### config.mk
export PLATFORM = sky130hd
export DESIGN_NAME = hazard_control_unit_flat
export DESIGN_NICKNAME = d
export VERILOG_FILES = /design/src/rtl/hazard_control_unit_if.sv /design/src/rtl/hazard_control_unit.sv /design/src/flat_wrapper.sv
export SDC_FILE = /design/constraint.sdc
export NUM_CORES = 1
export LEC_CHECK = 0
export CAP_MARGIN = 20
export CORE_MARGIN = 2
export CORE_UTILIZATION = 45
export CTS_BUF_LIST = sky130_fd_sc_hd__clkbuf_4 sky130_fd_sc_hd__clkbuf_8 sky130_fd_sc_hd__clkbuf_16
export DETAILED_ROUTE_END_ITERATION = 12
export GPL_ROUTABILITY_DRIVEN = 1
export PLACE_DENSITY = 0.74
export SYNTH_ARGS = -nofsm -noshare
export SYNTH_HDL_FRONTEND = slang
export SYNTH_SLANG_ARGS = --single-unit
### constraint.sdc
create_clock -name clk -period 2.03 [get_ports clk]
set_clock_uncertainty 0.05 [all_clocks]
set_input_delay 0.406 -clock clk [delete_from_list [all_inputs] [get_ports clk]]
set_output_delay 0.406 -clock clk [all_outputs]
set_load 0.02 [all_outputs]
### src/rtl/hazard_control_unit_if.sv
// Pipeline <-> hazard controller bundle: hazard sense inputs
// and the PC / pipeline-register control outputs.
interface hazard_control_unit_if;
    logic [4:0] IFID_rs1;
    logic [4:0] IFID_rs2;
    logic [4:0] IDEX_rd;
    logic       IDEX_MemRead;
    logic       Branch_Taken;
    logic       Dmem_Req;
    logic       Dmem_Ready;
    logic       PC_Write;
    logic       IFID_Write;
    logic       IFID_Flush;
    logic       IDEX_Flush;
    logic       Pipe_Freeze;
    logic       Mem_Timeout;

    modport master (
        output IFID_rs1, IFID_rs2, IDEX_rd, IDEX_MemRead,
        output Branch_Taken, Dmem_Req, Dmem_Ready,
        input  PC_Write, IFID_Write, IFID_Flush, IDEX_Flush,
        input  Pipe_Freeze, Mem_Timeout
    );

    modport slave (
        input  IFID_rs1, IFID_rs2, IDEX_rd, IDEX_MemRead,
        input  Branch_Taken, Dmem_Req, Dmem_Ready,
        output PC_Write, IFID_Write, IFID_Flush, IDEX_Flush,
        output Pipe_Freeze, Mem_Timeout
    );
endinterface

### src/rtl/hazard_control_unit.sv
// Hazard sequencing FSM: startup bubble, load-use stall, branch flush,
// memory wait freeze and timeout halt. HAZARD_PERF_CNT_EN adds counters.
module hazard_control_unit #(
    parameter int STARTUP_CYCLES = 2,
    parameter int TIMEOUT        = 15,
    parameter int CNT_W          = 16
) (
    input  logic clk,
    input  logic rst,
    hazard_control_unit_if.slave bus
`ifdef HAZARD_PERF_CNT_EN
    ,
    output logic [CNT_W-1:0] Load_Stall_Cnt,
    output logic [CNT_W-1:0] Flush_Cnt,
    output logic [CNT_W-1:0] Wait_Cnt
`endif
);

    typedef enum logic [1:0] {
        STARTUP,
        RUN,
        MEM_WAIT,
        HALT
    } state_t;

    localparam logic [3:0] SU_INIT = 4'(STARTUP_CYCLES);
    localparam logic [7:0] TO_LAST = 8'(TIMEOUT - 1);

    state_t     state, state_next;
    logic [3:0] su_cnt, su_cnt_next;
    logic [7:0] wait_cnt, wait_cnt_next;
    logic       timeout_q, timeout_next;

    logic mem_busy;
    logic load_use;
    logic rule_busy, rule_branch, rule_lu;
    logic pc_write, ifid_write, ifid_flush, idex_flush, freeze;

    assign mem_busy = bus.Dmem_Req & ~bus.Dmem_Ready;
    assign load_use = bus.IDEX_MemRead & (bus.IDEX_rd != 5'd0) &
                      ((bus.IDEX_rd == bus.IFID_rs1) |
                       (bus.IDEX_rd == bus.IFID_rs2));

    // Next-state, counter updates and Mealy control outputs
    always_comb begin
        state_next    = state;
        su_cnt_next   = su_cnt;
        wait_cnt_next = wait_cnt;
        timeout_next  = timeout_q;
        rule_busy     = 1'b0;
        rule_branch   = 1'b0;
        rule_lu       = 1'b0;
        pc_write      = 1'b0;
        ifid_write    = 1'b0;
        ifid_flush    = 1'b0;
        idex_flush    = 1'b0;
        freeze        = 1'b0;

        if (state == RUN || state == MEM_WAIT) begin
            if (mem_busy) begin
                rule_busy = 1'b1;
                freeze    = 1'b1;
            end else if (bus.Branch_Taken) begin
                rule_branch = 1'b1;
                pc_write    = 1'b1;
                ifid_write  = 1'b1;
                ifid_flush  = 1'b1;
                idex_flush  = 1'b1;
            end else if (load_use) begin
                rule_lu    = 1'b1;
                idex_flush = 1'b1;
            end else begin
                pc_write   = 1'b1;
                ifid_write = 1'b1;
            end
        end

        unique case (state)
            STARTUP: begin
                ifid_flush = 1'b1;
                idex_flush = 1'b1;
                if (su_cnt <= 4'd1) begin
                    state_next = RUN;
                end else begin
                    su_cnt_next = su_cnt - 4'd1;
                end
            end
            RUN: begin
                if (mem_busy) begin
                    // The first busy cycle already counts toward the limit
                    if (TIMEOUT == 1) begin
                        state_next   = HALT;
                        timeout_next = 1'b1;
                    end else begin
                        state_next    = MEM_WAIT;
                        wait_cnt_next = 8'd1;
                    end
                end
            end
            MEM_WAIT: begin
                if (!mem_busy) begin
                    state_next = RUN;
                end else if (wait_cnt == TO_LAST) begin
                    state_next   = HALT;
                    timeout_next = 1'b1;
                end else begin
                    wait_cnt_next = wait_cnt + 8'd1;
                end
            end
            HALT: begin
                freeze = 1'b1;
            end
            default: begin
                state_next = STARTUP;
            end
        endcase
    end

    // State, startup/wait counters and sticky timeout flag
    always_ff @(posedge clk or posedge rst) begin
        if (rst) begin
            state     <= STARTUP;
            su_cnt    <= SU_INIT;
            wait_cnt  <= 8'd0;
            timeout_q <= 1'b0;
        end else begin
            state     <= state_next;
            su_cnt    <= su_cnt_next;
            wait_cnt  <= wait_cnt_next;
            timeout_q <= timeout_next;
        end
    end

    assign bus.PC_Write    = pc_write;
    assign bus.IFID_Write  = ifid_write;
    assign bus.IFID_Flush  = ifid_flush;
    assign bus.IDEX_Flush  = idex_flush;
    assign bus.Pipe_Freeze = freeze;
    assign bus.Mem_Timeout = timeout_q;

`ifdef HAZARD_PERF_CNT_EN
    // Saturating event counters for stall, flush and wait cycles
    always_ff @(posedge clk or posedge rst) begin
        if (rst) begin
            Load_Stall_Cnt <= '0;
            Flush_Cnt      <= '0;
            Wait_Cnt       <= '0;
        end else begin
            if (rule_lu && !(&Load_Stall_Cnt))
                Load_Stall_Cnt <= Load_Stall_Cnt + 1'b1;
            if (rule_branch && !(&Flush_Cnt))
                Flush_Cnt <= Flush_Cnt + 1'b1;
            if ((rule_busy || state == HALT) && !(&Wait_Cnt))
                Wait_Cnt <= Wait_Cnt + 1'b1;
        end
    end
`endif

endmodule

### src/flat_wrapper.sv
// flat-port wrapper written by rule: the top's interface ports become plain ports
module hazard_control_unit_flat 
#(
    parameter int STARTUP_CYCLES = 2,
    parameter int TIMEOUT        = 15,
    parameter int CNT_W          = 16
)
  (clk, rst, bus_IFID_rs1, bus_IFID_rs2, bus_IDEX_rd, bus_IDEX_MemRead, bus_Branch_Taken, bus_Dmem_Req, bus_Dmem_Ready, bus_PC_Write, bus_IFID_Write, bus_IFID_Flush, bus_IDEX_Flush, bus_Pipe_Freeze, bus_Mem_Timeout);
  hazard_control_unit_if bus_i ();
  input  logic clk;
  input  logic rst;
  input wire logic [$bits(bus_i.IFID_rs1)-1:0] bus_IFID_rs1;
  input wire logic [$bits(bus_i.IFID_rs2)-1:0] bus_IFID_rs2;
  input wire logic [$bits(bus_i.IDEX_rd)-1:0] bus_IDEX_rd;
  input wire logic [$bits(bus_i.IDEX_MemRead)-1:0] bus_IDEX_MemRead;
  input wire logic [$bits(bus_i.Branch_Taken)-1:0] bus_Branch_Taken;
  input wire logic [$bits(bus_i.Dmem_Req)-1:0] bus_Dmem_Req;
  input wire logic [$bits(bus_i.Dmem_Ready)-1:0] bus_Dmem_Ready;
  output wire logic [$bits(bus_i.PC_Write)-1:0] bus_PC_Write;
  output wire logic [$bits(bus_i.IFID_Write)-1:0] bus_IFID_Write;
  output wire logic [$bits(bus_i.IFID_Flush)-1:0] bus_IFID_Flush;
  output wire logic [$bits(bus_i.IDEX_Flush)-1:0] bus_IDEX_Flush;
  output wire logic [$bits(bus_i.Pipe_Freeze)-1:0] bus_Pipe_Freeze;
  output wire logic [$bits(bus_i.Mem_Timeout)-1:0] bus_Mem_Timeout;
  assign bus_i.IFID_rs1 = bus_IFID_rs1;
  assign bus_i.IFID_rs2 = bus_IFID_rs2;
  assign bus_i.IDEX_rd = bus_IDEX_rd;
  assign bus_i.IDEX_MemRead = bus_IDEX_MemRead;
  assign bus_i.Branch_Taken = bus_Branch_Taken;
  assign bus_i.Dmem_Req = bus_Dmem_Req;
  assign bus_i.Dmem_Ready = bus_Dmem_Ready;
  assign bus_PC_Write = bus_i.PC_Write;
  assign bus_IFID_Write = bus_i.IFID_Write;
  assign bus_IFID_Flush = bus_i.IFID_Flush;
  assign bus_IDEX_Flush = bus_i.IDEX_Flush;
  assign bus_Pipe_Freeze = bus_i.Pipe_Freeze;
  assign bus_Mem_Timeout = bus_i.Mem_Timeout;
  hazard_control_unit #(.STARTUP_CYCLES(STARTUP_CYCLES), .TIMEOUT(TIMEOUT), .CNT_W(CNT_W)) u_core (.clk(clk), .rst(rst), .bus(bus_i));
endmodule
==> Yosys cells after proc, flatten, opt, wreduce, memory -nomap -nowiden <==
Index checks and enable logic that the tools add are counted.
W data, S select, Z words.
{ "op_classes": {"n_addsub": 2, "order_cmp": 1, "eq_ne": 11, "mux": 25, "n_bitwise": 6, "reduce_logical": 9} }
{ "op_table": {"columns": ["op", "count"], "rows": [
  ["$mux W8", 3],
  ["$mux W1", 16],
  ["$pmux W8 S2", 1],
  ["$eq A5 B5 Y1", 2],
  ["$add A8 B1 Y8 const B", 1],
  ["$eq A8 B4 Y1 const B", 1],
  ["$mux W2", 4],
  ["$reduce_and A4 Y1", 2],
  ["$ne A2 B1 Y1 const B", 3],
  ["$pmux W2 S3", 1],
  ["$reduce_bool A5 Y1", 1],
  ["$eq A2 B2 Y1 const B", 2],
  ["$le A4 B1 Y1 const B", 1],
  ["$sub A4 B1 Y4 const B", 1],
  ["$and A1 B1 Y1", 3],
  ["$ne A3 B3 Y1 const B", 1],
  ["$reduce_and A3 Y1", 1],
  ["$reduce_bool A3 Y1", 1],
  ["$eq A2 B1 Y1 const B", 1],
  ["$logic_not A2 Y1", 1],
  ["$ne A2 B2 Y1 const B", 1],
  ["$not A1 Y1", 2],
  ["$reduce_and A2 Y1", 1],
  ["$reduce_bool A2 Y1", 1],
  ["2 further kinds", 2]
]} }
{ "word_totals": {"ff_bits": 15, "input_bits": 21, "output_inout_bits": 6, "word_cells": 58} }

==> Longest topological paths before layout <==
Gate-level depths: netlist (run 1).
{ "logic_depth": {"ltp_word": 8, "depth_mapped": 6, "mapped_depth_nobuf": 6} }

==> Worst setup path after synthesis (run 1) <==
OpenSTA, ideal clock, no wires.
{ "synth_path": {"path_type": "input port to output port", "startpoint": "in bus_IDEX_rd[0]", "endpoint": "out bus_PC_Write", "arrival_time_ns": 1.530, "required_ns": 1.574, "setup_slack_ns": 0.044, "stages": 4, "n_path_buf": 1, "cell_sequence": "or4_1 -> o21ai_1 -> o311a_1 -> buf_4"} }
{ "synth_via": {"elab_chain_len": 7, "elab_cells_between_ends": 10} }
{ "synth_lines": {"columns": ["element", "line", "text"], "rows": [
  ["start: declaration", "flat_wrapper.sv:14", "input wire logic [$bits(bus_i.IDEX_rd)-1:0] bus_IDEX_rd;"],
  ["$eq A5 B5 Y1 (tied with other cells)", "hazard_control_unit.sv:41", "((bus.IDEX_rd == bus.IFID_rs1) |"],
  ["$or A1 B1 Y1 or $and A1 B1 Y1 (tied branches)", "hazard_control_unit.sv:41, hazard_control_unit.sv:40", null],
  ["$and A1 B1 Y1 (*)", "hazard_control_unit.sv:40", "assign load_use = bus.IDEX_MemRead & (bus.IDEX_rd != 5'd0) &"],
  ["$mux W1 (*) (4 in a row)", null, null],
  ["end: declaration", "flat_wrapper.sv:19", "output wire logic [$bits(bus_i.PC_Write)-1:0] bus_PC_Write;"]
]} }
Mark *: on every way between the ends. The rest lies on a longest branch, timed or not.

==> Final worst setup path (run 1) <==
{ "layout_path": {"startpoint": "in bus_IDEX_rd[4]", "endpoint": "out bus_PC_Write"} }
{ "layout_via": {"elab_chain_len": 7, "elab_cells_between_ends": 10} }
{ "layout_lines": {"columns": ["element", "line", "text"], "rows": [
  ["$eq A5 B5 Y1 (tied with other cells)", "hazard_control_unit.sv:41", null],
  ["$or A1 B1 Y1 or $and A1 B1 Y1 (tied branches)", "hazard_control_unit.sv:41, hazard_control_unit.sv:40", null],
  ["$and A1 B1 Y1 (*)", "hazard_control_unit.sv:40", null],
  ["$mux W1 (*)", "hazard_control_unit.sv:69", "end else if (load_use) begin"],
  ["$mux W1 (*)", "hazard_control_unit.sv:63", "end else if (bus.Branch_Taken) begin"],
  ["$mux W1 (*)", "hazard_control_unit.sv:60", "if (mem_busy) begin"],
  ["$mux W1 (*)", "hazard_control_unit.sv:59", "if (state == RUN || state == MEM_WAIT) begin"]
]} }
Marked as above.

==> results.txt, run 1 <==
Area post-placement = 0.00148 mm^2
Die height = 53.7 um
Switch share = 22.7%
Internal power summed over all cells = 0.000437 W
DR pass1 iterations = 4
Leading cell type in the layout, fill and taps excluded = sky130_fd_sc_hd__buf_4
Highest fanout seen on the critical path = 3
Number of DRC violations after detailed-routing iteration 0 = 6
Post-detailed-route count of antenna-violating nets = 0
Total gr overflow = 0
Clock latency reported for the late side of the worst-skew pair = 0.28 ns
Max stage delay on crit path = 0.38 ns
Drc violations = 0
Synth Flop Type = sky130_fd_sc_hd__dfrtp_1
Leading cell types by total area after synthesis = sky130_fd_sc_hd__dfrtp_1 32%, sky130_fd_sc_hd__xor2_1 10%, sky130_fd_sc_hd__ha_1 10%
Clock tree from TritonCTS = built
Path type of the worst setup path = input pin to primary output
Summed area of non-filler cells in the final layout = 0.00154 mm^2
Slew at the pin closest to its max-slew limit = 0.563 ns
Hold bufs inserted after CTS = 0
Maximum ir drop on the vdd rail = 0.404 mV
Seq pwr share = 52.8%
CTS max path bufs = 2
Last weighted congestion value of the routability-driven placer = 0.716
Via count of the first global-routing pass = 888
Switch Pwr = 0.000128 W
Leakage Power = 0.715 nW
Sequential element share of the synthesized area = 33.9%
Count of synthesis-stage warnings from yosys = 0
I/O pin count = 27
Detailed placer's ending HPWL = 1.83 mm
Power per Cell Area = 367 mW/mm^2
Number of cells in the design after placement = 172
Commonest cells after routing, fill and taps aside = 16 x sky130_fd_sc_hd__buf_4, 14 x sky130_fd_sc_hd__dfrtp_1, 12 x sky130_fd_sc_hd__xor2_1
Worst endpoint required time = 1.57 ns
Total inserted antenna cells = 0
Highest attainable clock frequency = 0.498 GHz
Count of input and output buffers = 26
Critical-path top delay cell = sky130_fd_sc_hd__o311a_1
Floorplan die area = 0.00288 mm^2
Area of the core = 0.00241 mm^2
Chain of cells forming the critical path = buf_8 -> xor2_2 -> nor3_2 -> a22oi_2 -> o311a_1 -> buf_6
Total global routing track utilization = 17.4%
Library cell used as clock root buffer = sky130_fd_sc_hd__clkbuf_4
Vias = 907
WL/cell = 13.1 um
Die X = 53.7 um
Setup Viol. Count Final = 0
Final std cells w/o fill = 178
Number of unique standard cell types used by synthesis = 39
Synthesis-to-layout area growth = 38.7%
Final Hold Fails = 0
Critical Path AT = 1.55 ns
Number of standard-cell rows in the floorplan = 18
Gate count after technology mapping = 106
Capturing element type of the critical path = primary output
Clock sinks = 15
Fraction of final layout cells with drive strength greater than 1 = 37.2%
Total of flip-flops plus latches after synthesis = 15
Async set-or-reset flop fraction in the synthesized netlist = 100%
Final worst-path cycle share = 98.9%
Leading area contributor after synthesis = sky130_fd_sc_hd__dfrtp_1
Run status = completed
Vias per cell = 5.10
Max-slew violation count = 0
Period minus WS final = 2.01 ns
Overall power after layout = 0.000565 W
Setup repair after global routing missed its margin = true
Number of CTS-inserted buffers = 3
Post-synthesis cell area = 0.00111 mm^2
Top cell type's share of synthesized area = 31.5%
Global-route wire length before repair = 3.64 mm
Clock network fraction of total power = 31.7%
Worst min-delay path class = input pin to asynchronous set/reset pin
Mapped Avg Cell Area = 10.5 um^2
Worst-case headroom to the max-slew limit = 62.4%
Effective utilization at floorplan = 46.1%
Comb power frac = 15.5%
H-Tree Depth = 1
Post-synth net total = 136
Largest net degree at the start of global routing = 16
Worst Setup Start Kind = input pin
Final Hold Slack = 0.422 ns
Number of antenna violations at the first check in global routing = 0
Max cap viols = 0
Number of enable-type register cells in the synthesized netlist = 0
NumNets Final = 179
Clock-pin transition on the worst setup and hold timing paths = 0.09 ns
Detailed-route wire length = 2.33 mm
==> power groups by stage <==
stage | Combinational [W] | Clock (W) | Sequential (W)
5_1_grt | 0.0000937 | 0.000202 | 0.000299
6_report | 0.0000876 | 0.000179 | 0.000299
3_5_place_dp | 0.0000847 | 0 | 0.000304
4_1_cts | 0.0000843 | 0.000191 | 0.000299
3_3_place_gp | 0.0000820 | 0 | 0.000304
2_1_floorplan | 0.0000263 | 0 | 0.000304
==> routing by layer <==
metal	global-route usage, %	vias up	part of all wire (%)
li1	-	455	-
met1	21.6	425	43
met2	30.3	25	50
met3	2.50	2	5.6
met4	6.41	0	0.73
met5	0	-	0
==> flip-flops by register name, indices dropped and copies added, names as in the netlist <==
register                count
u_core.su_cnt               4
u_core.state                2
u_core.wait_cnt             8
u_core.bus.Mem_Timeout      1
==> worst max-delay path, delay by kind of cell <==
| family | cells | cell delay [ns] |
|---|---|---|
| buffers and inverters | 2 | 0.25 |
| AOI/OAI and AO/OA | 2 | 0.50 |
| xor gates and xnor gates | 1 | 0.16 |
| and+or+nand+nor | 1 | 0.23 |
==> synthesized netlist by cell type, types with 2 or more instances <==
| library cell | n |
|---|---|
| sky130_fd_sc_hd__dfrtp_1 | 14 |
| sky130_fd_sc_hd__xor2_1 | 13 |
| sky130_fd_sc_hd__o21ai_0 | 2 |
| sky130_fd_sc_hd__o21bai_1 | 2 |
| sky130_fd_sc_hd__or4_1 | 2 |
| sky130_fd_sc_hd__xnor2_1 | 5 |
| sky130_fd_sc_hd__mux2i_1 | 4 |
| sky130_fd_sc_hd__a21oi_1 | 2 |
| sky130_fd_sc_hd__nor3_1 | 3 |
| sky130_fd_sc_hd__nand4_1 | 3 |
| sky130_fd_sc_hd__ha_1 | 9 |
| sky130_fd_sc_hd__inv_1 | 9 |
| sky130_fd_sc_hd__nor2_1 | 9 |
| sky130_fd_sc_hd__nand2_1 | 2 |
| sky130_fd_sc_hd__nand2b_1 | 2 |
| sky130_fd_sc_hd__nor3b_4 | 2 |
==> worst paths after layout <==
check	endpoint	depth (start not counted)	slack (ns)	startpoint
min reg2reg	u_core.bus.Mem_Timeout	1	0.43	u_core.bus.Mem_Timeout
min in group clk	u_core.bus.Mem_Timeout	1	0.43	u_core.bus.Mem_Timeout
max in group asynchronous	u_core.su_cnt[1]	2	1.14	rst
max	bus_PC_Write	6	0.02	bus_IDEX_rd[4]
max reg2reg	u_core.su_cnt[3]	6	0.26	u_core.su_cnt[1]
min	u_core.wait_cnt[0]	2	0.42	rst
==> per-stage QoR <==
stage	utilization [%]	setup TNS (ns)	setup slack [ns]
floorplan	-	0	0.0443
global placement	61.5	-3.13	-0.803
detailed placement	61.5	-3.25	-0.854
CTS	63.1	-0.00334	-0.00334
global route	64.0	-0.0315	-0.0163
finish	64.0	0	0.0231
==> final cells by class <==
| class | instances | area (um^2) |
|---|---|---|
| fillers | 202 | 868 |
| multi-input cells | 79 | 727 |
| flip-flops and latches | 15 | 377 |
| repair buffers | 41 | 337 |
| well taps | 30 | 37.5 |
| inverters | 9 | 33.8 |
| clock buffers | 4 | 30.0 |
==> logic make-up (layout without fill, tap and decap cells) <==
family | count (synthesis) | after routing | synth area share (%)
buffers and inverters | 12 | 54 | 5.18
flip-flops | 15 | 15 | 33.9
AND/OR/NAND/NOR | 31 | 31 | 19.4
multiplexers | 4 | 4 | 3.60
XOR/XNOR | 18 | 18 | 14.2
adder cells (fa/ha/maj) | 9 | 9 | 10.1
AO/OA/AOI/OAI | 17 | 17 | 13.6
==> timing repair <==
item                                    in CTS  in global routing
buffers inserted                             1                  1
gates resized for setup                     72                 13
pin swaps                                   13                  9
endpoints found under the setup margin       5                  3
hold endpoints to repair                     0                  0
(Power assumes the default switching activity.)
==> run 2: changes to the inputs <==
clock period = 2.5 ns   (was 2.03 ns; I/O delays follow)
==> results.txt, run 2 (synthesized netlist as in run 1, its figures left out) <==
Clock sinks = 15 (unchanged)
Critical Path AT = 1.92 ns (was 1.55 ns)
Area of the core = 0.00241 mm^2 (unchanged)
Effective utilization at floorplan = 46.1% (unchanged)
Worst-case headroom to the max-slew limit = 63.2% (was 62.4%)
Die height = 53.7 um (unchanged)
Number of standard-cell rows in the floorplan = 18 (unchanged)
Worst min-delay path class = flip-flop to flip-flop (was input pin to asynchronous set/reset pin)
Total global routing track utilization = 16.9% (was 17.4%)
Final worst setup slack = 0.0302 ns (was 0.0231 ns)
Final worst-path cycle share = 98.8%
Last weighted congestion value of the routability-driven placer = 0.766 (was 0.716)
Highest attainable clock frequency = 0.405 GHz
Number of CTS-inserted buffers = 3 (unchanged)
Source of the worst register-to-register timing path = u_core.state[0] (was u_core.su_cnt[1])
Final Hold Fails = 0 (unchanged)
NumNets Final = 168 (was 179)
Via count of the first global-routing pass = 841 (was 888)
Crit Reg-Reg Endpoint = u_core.state[1] (was u_core.su_cnt[3])
Leakage Power = 0.686 nW (was 0.715 nW)
Maximum ir drop on the vdd rail = 0.297 mV (was 0.404 mV)
Run status = completed (unchanged)
Clock-pin transition on the worst setup and hold timing paths = 0.09 ns (about the same)
Post-detailed-route count of antenna-violating nets = 0 (unchanged)
Count of input and output buffers = 26 (unchanged)
Flop-to-flop setup slack = 0.74 ns (was 0.26 ns)
Number of fill cells in the layout = 216 (was 202)
Vias = 849 (was 907)
Highest fanout seen on the critical path = 3 (unchanged)
Total gr overflow = 0 (unchanged)
Number of DRC violations after detailed-routing iteration 0 = 8 (was 6)
Hold Crit Endpoint = u_core.bus.Mem_Timeout
Number of cells in the design after placement = 163 (was 172)
Max FFs per register = 8 (unchanged)
Number of buffers added for setup after CTS = 0 (was 1)
Worst Setup Start Kind = input pin (unchanged)
Worst-case reg-to-reg path depth = 6 (unchanged)
Hold bufs inserted after CTS = 0 (unchanged)
Period minus WS final = 2.47 ns
Detailed-route wire length = 2.25 mm (was 2.33 mm)
Final Hold Slack = 0.433 ns (was 0.422 ns)
DR pass1 iterations = 4 (unchanged)
Max-slew violation count = 0 (unchanged)
H-Tree Depth = 1 (unchanged)
Number of antenna violations at the first check in global routing = 0 (unchanged)
Power per Cell Area = 316 mW/mm^2 (was 367 mW/mm^2)
Clock tree from TritonCTS = built (unchanged)
Library cell used as clock root buffer = sky130_fd_sc_hd__clkbuf_4 (unchanged)
Path type of the worst setup path = input pin to primary output (unchanged)
Pre-CTS setup slack = -0.540 ns (was -0.854 ns)
Detailed placer's ending HPWL = 1.81 mm (was 1.83 mm)
Floorplan die area = 0.00288 mm^2 (unchanged)
Leading cell type in the layout, fill and taps excluded = sky130_fd_sc_hd__dfrtp_1 (was sky130_fd_sc_hd__buf_4)
Global-route wire length before repair = 3.51 mm (was 3.64 mm)
Fraction of final layout cells with drive strength greater than 1 = 17.5% (was 37.2%)
Worst hold stages = 1
Final std cells w/o fill = 167 (was 178)
Clock latency reported for the late side of the worst-skew pair = 0.29 ns (was 0.28 ns)
Commonest cells after routing, fill and taps aside = 14 x sky130_fd_sc_hd__dfrtp_1, 13 x sky130_fd_sc_hd__xor2_1, 11 x sky130_fd_sc_hd__clkdlybuf4s50_1 (was 16 x sky130_fd_sc_hd__buf_4, 14 x sky130_fd_sc_hd__dfrtp_1, 12 x sky130_fd_sc_hd__xor2_1)
Setup Viol. Count Final = 0 (unchanged)
CTS max path bufs = 2 (unchanged)
Register name with the most flops = u_core.wait_cnt (unchanged)
Total inserted antenna cells = 0 (unchanged)
Largest net degree at the start of global routing = 16 (unchanged)
Registers with the most flip-flops = u_core.wait_cnt: 8 flops, u_core.su_cnt: 4 flops, u_core.state: 2 flops (unchanged)
Drc violations = 0 (unchanged)
Capturing element type of the critical path = primary output (unchanged)
Worst endpoint required time = 1.95 ns (was 1.57 ns)
WL/cell = 13.4 um (was 13.1 um)
Slew at the pin closest to its max-slew limit = 0.551 ns (was 0.563 ns)
Max cap viols = 0 (unchanged)
Overall power after layout = 0.000457 W (was 0.000565 W)
Hold path startpoint = u_core.bus.Mem_Timeout
Vias per cell = 5.08 (was 5.10)
Synthesis-to-layout area growth = 30.2% (was 38.7%)
Die X = 53.7 um (unchanged)
I/O pin count = 27 (unchanged)
-- run 2: worst max-delay path by stage --
stage                          from             end  slack [ns]  cells after the start
detailed placement   bus_IDEX_rd[0]  bus_IFID_Write       -0.54                      5
finish               bus_IDEX_rd[0]    bus_PC_Write        0.03                      6
floorplan            bus_IDEX_rd[0]    bus_PC_Write        0.33                      4
global placement     bus_IDEX_rd[0]  bus_IFID_Write       -0.52                      5
global route         bus_IDEX_rd[4]    bus_PC_Write       -0.05                      6
CTS                 bus_IFID_rs2[3]  bus_IDEX_Flush        0.03                      6
-- run 2: cell type report --
cell class	count	area (um^2)	area share, %
multi-input combinational	79	681	47.1
inverter	9	33.8	2.34
tap	30	37.5	2.60
clock buffer	4	30.0	2.08
sequential	15	377	26.0
timing repair buffer	30	288	19.9
-- run 2: routing by layer --
| metal | share of wire [%] | track usage [%] |
|---|---|---|
| met2 | 48 | 28.7 |
| met3 | 8.0 | 3.33 |
| met5 | 0 | 0 |
| met1 | 43 | 20.0 |
| met4 | 1.9 | 8.97 |
-- run 2: timing repair --
action                                 CTS  global route
endpoints found under the hold margin    0             0
setup endpoints to repair                5             3
gates resized for setup                 18             9
pin swaps                                3             4
-- run 2: through the flow --
stage / setup TNS, ns / util, % / instance area [um^2]
after floorplan: 0 / - / 1110
after global placement: -1.61 / 58.7 / 1420
after detailed placement: -1.69 / 58.7 / 1420
after CTS: 0 / 59.4 / 1430
after global routing: -0.0790 / 60.0 / 1450
final: 0 / 60.0 / 1450
-- run 2: worst max-delay path, stage by stage --
cell and delay, ns:
sky130_fd_sc_hd__dlygate4sd2_1 0.27, sky130_fd_sc_hd__xor2_1 0.17, sky130_fd_sc_hd__nor3_1 0.25, sky130_fd_sc_hd__a22oi_1 0.16, sky130_fd_sc_hd__o311a_1 0.41, sky130_fd_sc_hd__buf_4 0.17
-- run 2: power by group --
part / internal, W / leakage [nW] / switching, W / total [W]
combinational: 0.0000373 / 0.472 / 0.0000257 / 0.0000630
sequential: 0.000242 / 0.196 / 0 / 0.000242
clock: 0.0000730 / 0.0184 / 0.0000782 / 0.000151
==> run 3: changes to the inputs <==
CAP_MARGIN = 10   (was 20)
RECOVER_POWER = 100   (was not set)
==> results.txt, run 3 (synthesized netlist as in run 1, its figures left out) <==
Run status = completed (unchanged)
Clock latency reported for the late side of the worst-skew pair = 0.29 ns (about the same)
DR pass1 iterations = 2 (was 4)
Path type of the worst setup path = input pin to primary output (unchanged)
Worst min-delay path class = flip-flop to flip-flop (unchanged)
Worst path bufs/invs = 2 (unchanged)
Number of fill cells in the layout = 225 (was 216)
Library cell used as clock root buffer = sky130_fd_sc_hd__clkbuf_4 (unchanged)
Detailed-route wire length = 2.25 mm (about the same)
Count of input and output buffers = 26 (unchanged)
Summed area of non-filler cells in the final layout = 0.00141 mm^2 (was 0.00145 mm^2)
Via count of the first global-routing pass = 841 (unchanged)
Largest net degree at the start of global routing = 16 (unchanged)
Gate family responsible for the most delay along the worst path = compound AO/OA/AOI/OAI gates (unchanged)
Maximum ir drop on the vdd rail = 0.296 mV (was 0.297 mV)
Number of buffers added for setup after CTS = 0 (unchanged)
Final worst-path cycle share = 97.9% (was 98.8%)
Clock tree from TritonCTS = built (unchanged)
Drc violations = 0 (unchanged)
Clock sinks = 15 (unchanged)
Power per Cell Area = 325 mW/mm^2 (was 316 mW/mm^2)
Period minus WS final = 2.45 ns (was 2.47 ns)
Vias = 848 (was 849)
Leakage Power = 0.690 nW (was 0.686 nW)
Number of antenna violations at the first check in global routing = 0 (unchanged)
Synthesis-to-layout area growth = 26.5% (was 30.2%)
Aggregate negative setup slack = 0 ns (unchanged)
Detailed placer's ending HPWL = 1.81 mm (unchanged)
Last weighted congestion value of the routability-driven placer = 0.766 (unchanged)
Critical-path top delay cell = sky130_fd_sc_hd__o311a_1 (unchanged)
Setup Viol. Count Final = 0 (unchanged)
Chain of cells forming the critical path = dlygate4sd2_1 -> xor2_1 -> nor3_1 -> a22oi_1 -> o311a_1 -> buf_2 (was dlygate4sd2_1 -> xor2_1 -> nor3_1 -> a22oi_1 -> o311a_1 -> buf_4)
Number of standard-cell rows in the floorplan = 18 (unchanged)
Worst Setup Start Kind = input pin (unchanged)
Total global routing track utilization = 16.9% (unchanged)
CTS max path bufs = 2 (unchanged)
Max cap viols = 0 (unchanged)
Highest attainable clock frequency = 0.408 GHz (was 0.405 GHz)
Floorplan die area = 0.00288 mm^2 (unchanged)
Post-detailed-route count of antenna-violating nets = 0 (unchanged)
NumNets Final = 168 (unchanged)
Area of the core = 0.00241 mm^2 (unchanged)
Worst endpoint required time = 1.95 ns (about the same)
Vias per cell = 5.08 (about the same)
Area post-placement = 0.00142 mm^2 (unchanged)
H-Tree Depth = 1 (unchanged)
Capturing element type of the critical path = primary output (unchanged)
Worst-case headroom to the max-slew limit = 42.2% (was 63.2%)
Die height = 53.7 um (unchanged)
Fraction of final layout cells with drive strength greater than 1 = 14.6% (was 17.5%)
Register name with the most flops = u_core.wait_cnt (unchanged)
Max stage delay on crit path = 0.39 ns (was 0.41 ns)
Commonest cells after routing, fill and taps aside = 14 x sky130_fd_sc_hd__dfrtp_1, 13 x sky130_fd_sc_hd__xor2_1 (was 14 x sky130_fd_sc_hd__dfrtp_1, 13 x sky130_fd_sc_hd__xor2_1, 11 x sky130_fd_sc_hd__clkdlybuf4s50_1)
Global-route wire length before repair = 3.51 mm (unchanged)
Leading cell type in the layout, fill and taps excluded = sky130_fd_sc_hd__dfrtp_1 (unchanged)
Total inserted antenna cells = 0 (unchanged)
I/O pin count = 27 (unchanged)
Total gr overflow = 0 (unchanged)
Max FFs per register = 8 (unchanged)
Clock-pin transition on the worst setup and hold timing paths = 0.09 ns (about the same)
Number of CTS-inserted buffers = 3 (unchanged)
Slew at the pin closest to its max-slew limit = 0.865 ns (was 0.551 ns)
Highest fanout seen on the critical path = 3 (unchanged)
Final Hold Fails = 0 (unchanged)
Registers with the most flip-flops = u_core.wait_cnt: 8 flops, u_core.su_cnt: 4 flops, u_core.state: 2 flops (unchanged)
WL/cell = 13.5 um (was 13.4 um)
Critical Path AT = 1.90 ns (was 1.92 ns)
Max-slew violation count = 0 (unchanged)
Effective utilization at floorplan = 46.1% (unchanged)
Number of DRC violations after detailed-routing iteration 0 = 2 (was 8)
Die X = 53.7 um (unchanged)
run 3: final timing paths:
check                                       start                endpoint  slack (ns)  depth (start not counted)
min in group asynchronous                     rst      u_core.wait_cnt[7]        0.63                          2
max                                bus_IDEX_rd[0]          bus_IFID_Write        0.05                          6
min                        u_core.bus.Mem_Timeout  u_core.bus.Mem_Timeout        0.43                          1
max in group asynchronous                     rst        u_core.su_cnt[1]        1.40                          2
max reg2reg                       u_core.state[0]      u_core.wait_cnt[1]        0.60                          5
min reg2reg                u_core.bus.Mem_Timeout  u_core.bus.Mem_Timeout        0.43                          1
run 3: routing by layer:
| layer | track usage [%] | share of wire (%) |
|---|---|---|
| met5 | 0 | 0 |
| met4 | 8.97 | 1.9 |
| met3 | 3.33 | 7.0 |
| met2 | 28.7 | 47 |
| met1 | 20.0 | 44 |
run 3: final cells by class:
cell class | count | area (um^2) | area share, %
Inverter | 9 | 33.8 | 2.40
Sequential cell | 15 | 377 | 26.8
Timing Repair Buffer | 30 | 278 | 19.8
Tap cell | 30 | 37.5 | 2.67
Multi-Input combinational cell | 79 | 649 | 46.2
Clock buffer | 4 | 30.0 | 2.14
run 3: repair_timing:
item	4_1_cts	5_1_grt
gates resized for setup	18	9
pin swaps	3	4
endpoints found under the setup margin	5	3
hold buffers	0	0
run 3: worst register-to-register path: stages, from the launching register on:
cell                       delay (ns)
sky130_fd_sc_hd__dfrtp_1         0.40
sky130_fd_sc_hd__inv_1           0.10
sky130_fd_sc_hd__ha_1            0.26
sky130_fd_sc_hd__nor3b_1         0.72
sky130_fd_sc_hd__nand2b_1        0.20
sky130_fd_sc_hd__mux2i_1         0.06
run 3: power by group:
group / total (W) / internal (W) / switching [W]
logic: 0.0000621 / 0.0000369 / 0.0000252
clock network: 0.000151 / 0.0000730 / 0.0000785
registers: 0.000242 / 0.000242 / 0
total: 0.000456 / 0.000352 / 0.000104
run 3: per-stage QoR:
| stage | worst slack (ns) | utilization (%) | hold WS (ns) | power (W) | std cells |
|---|---|---|---|---|---|
| 6_report | 0.0517 | 58.3 | 0.427 | 0.000456 | 167 |
| 3_3_place_gp | -0.521 | 58.7 | 0.400 | 0.000313 | 163 |
| 3_5_place_dp | -0.540 | 58.7 | 0.415 | 0.000314 | 163 |
| 4_1_cts | 0.0325 | 59.4 | 0.436 | 0.000463 | 167 |
| 2_1_floorplan | 0.326 | - | 0.351 | 0.000269 | 106 |
| 5_1_grt | -0.0365 | 58.3 | 0.451 | 0.000479 | 167 |
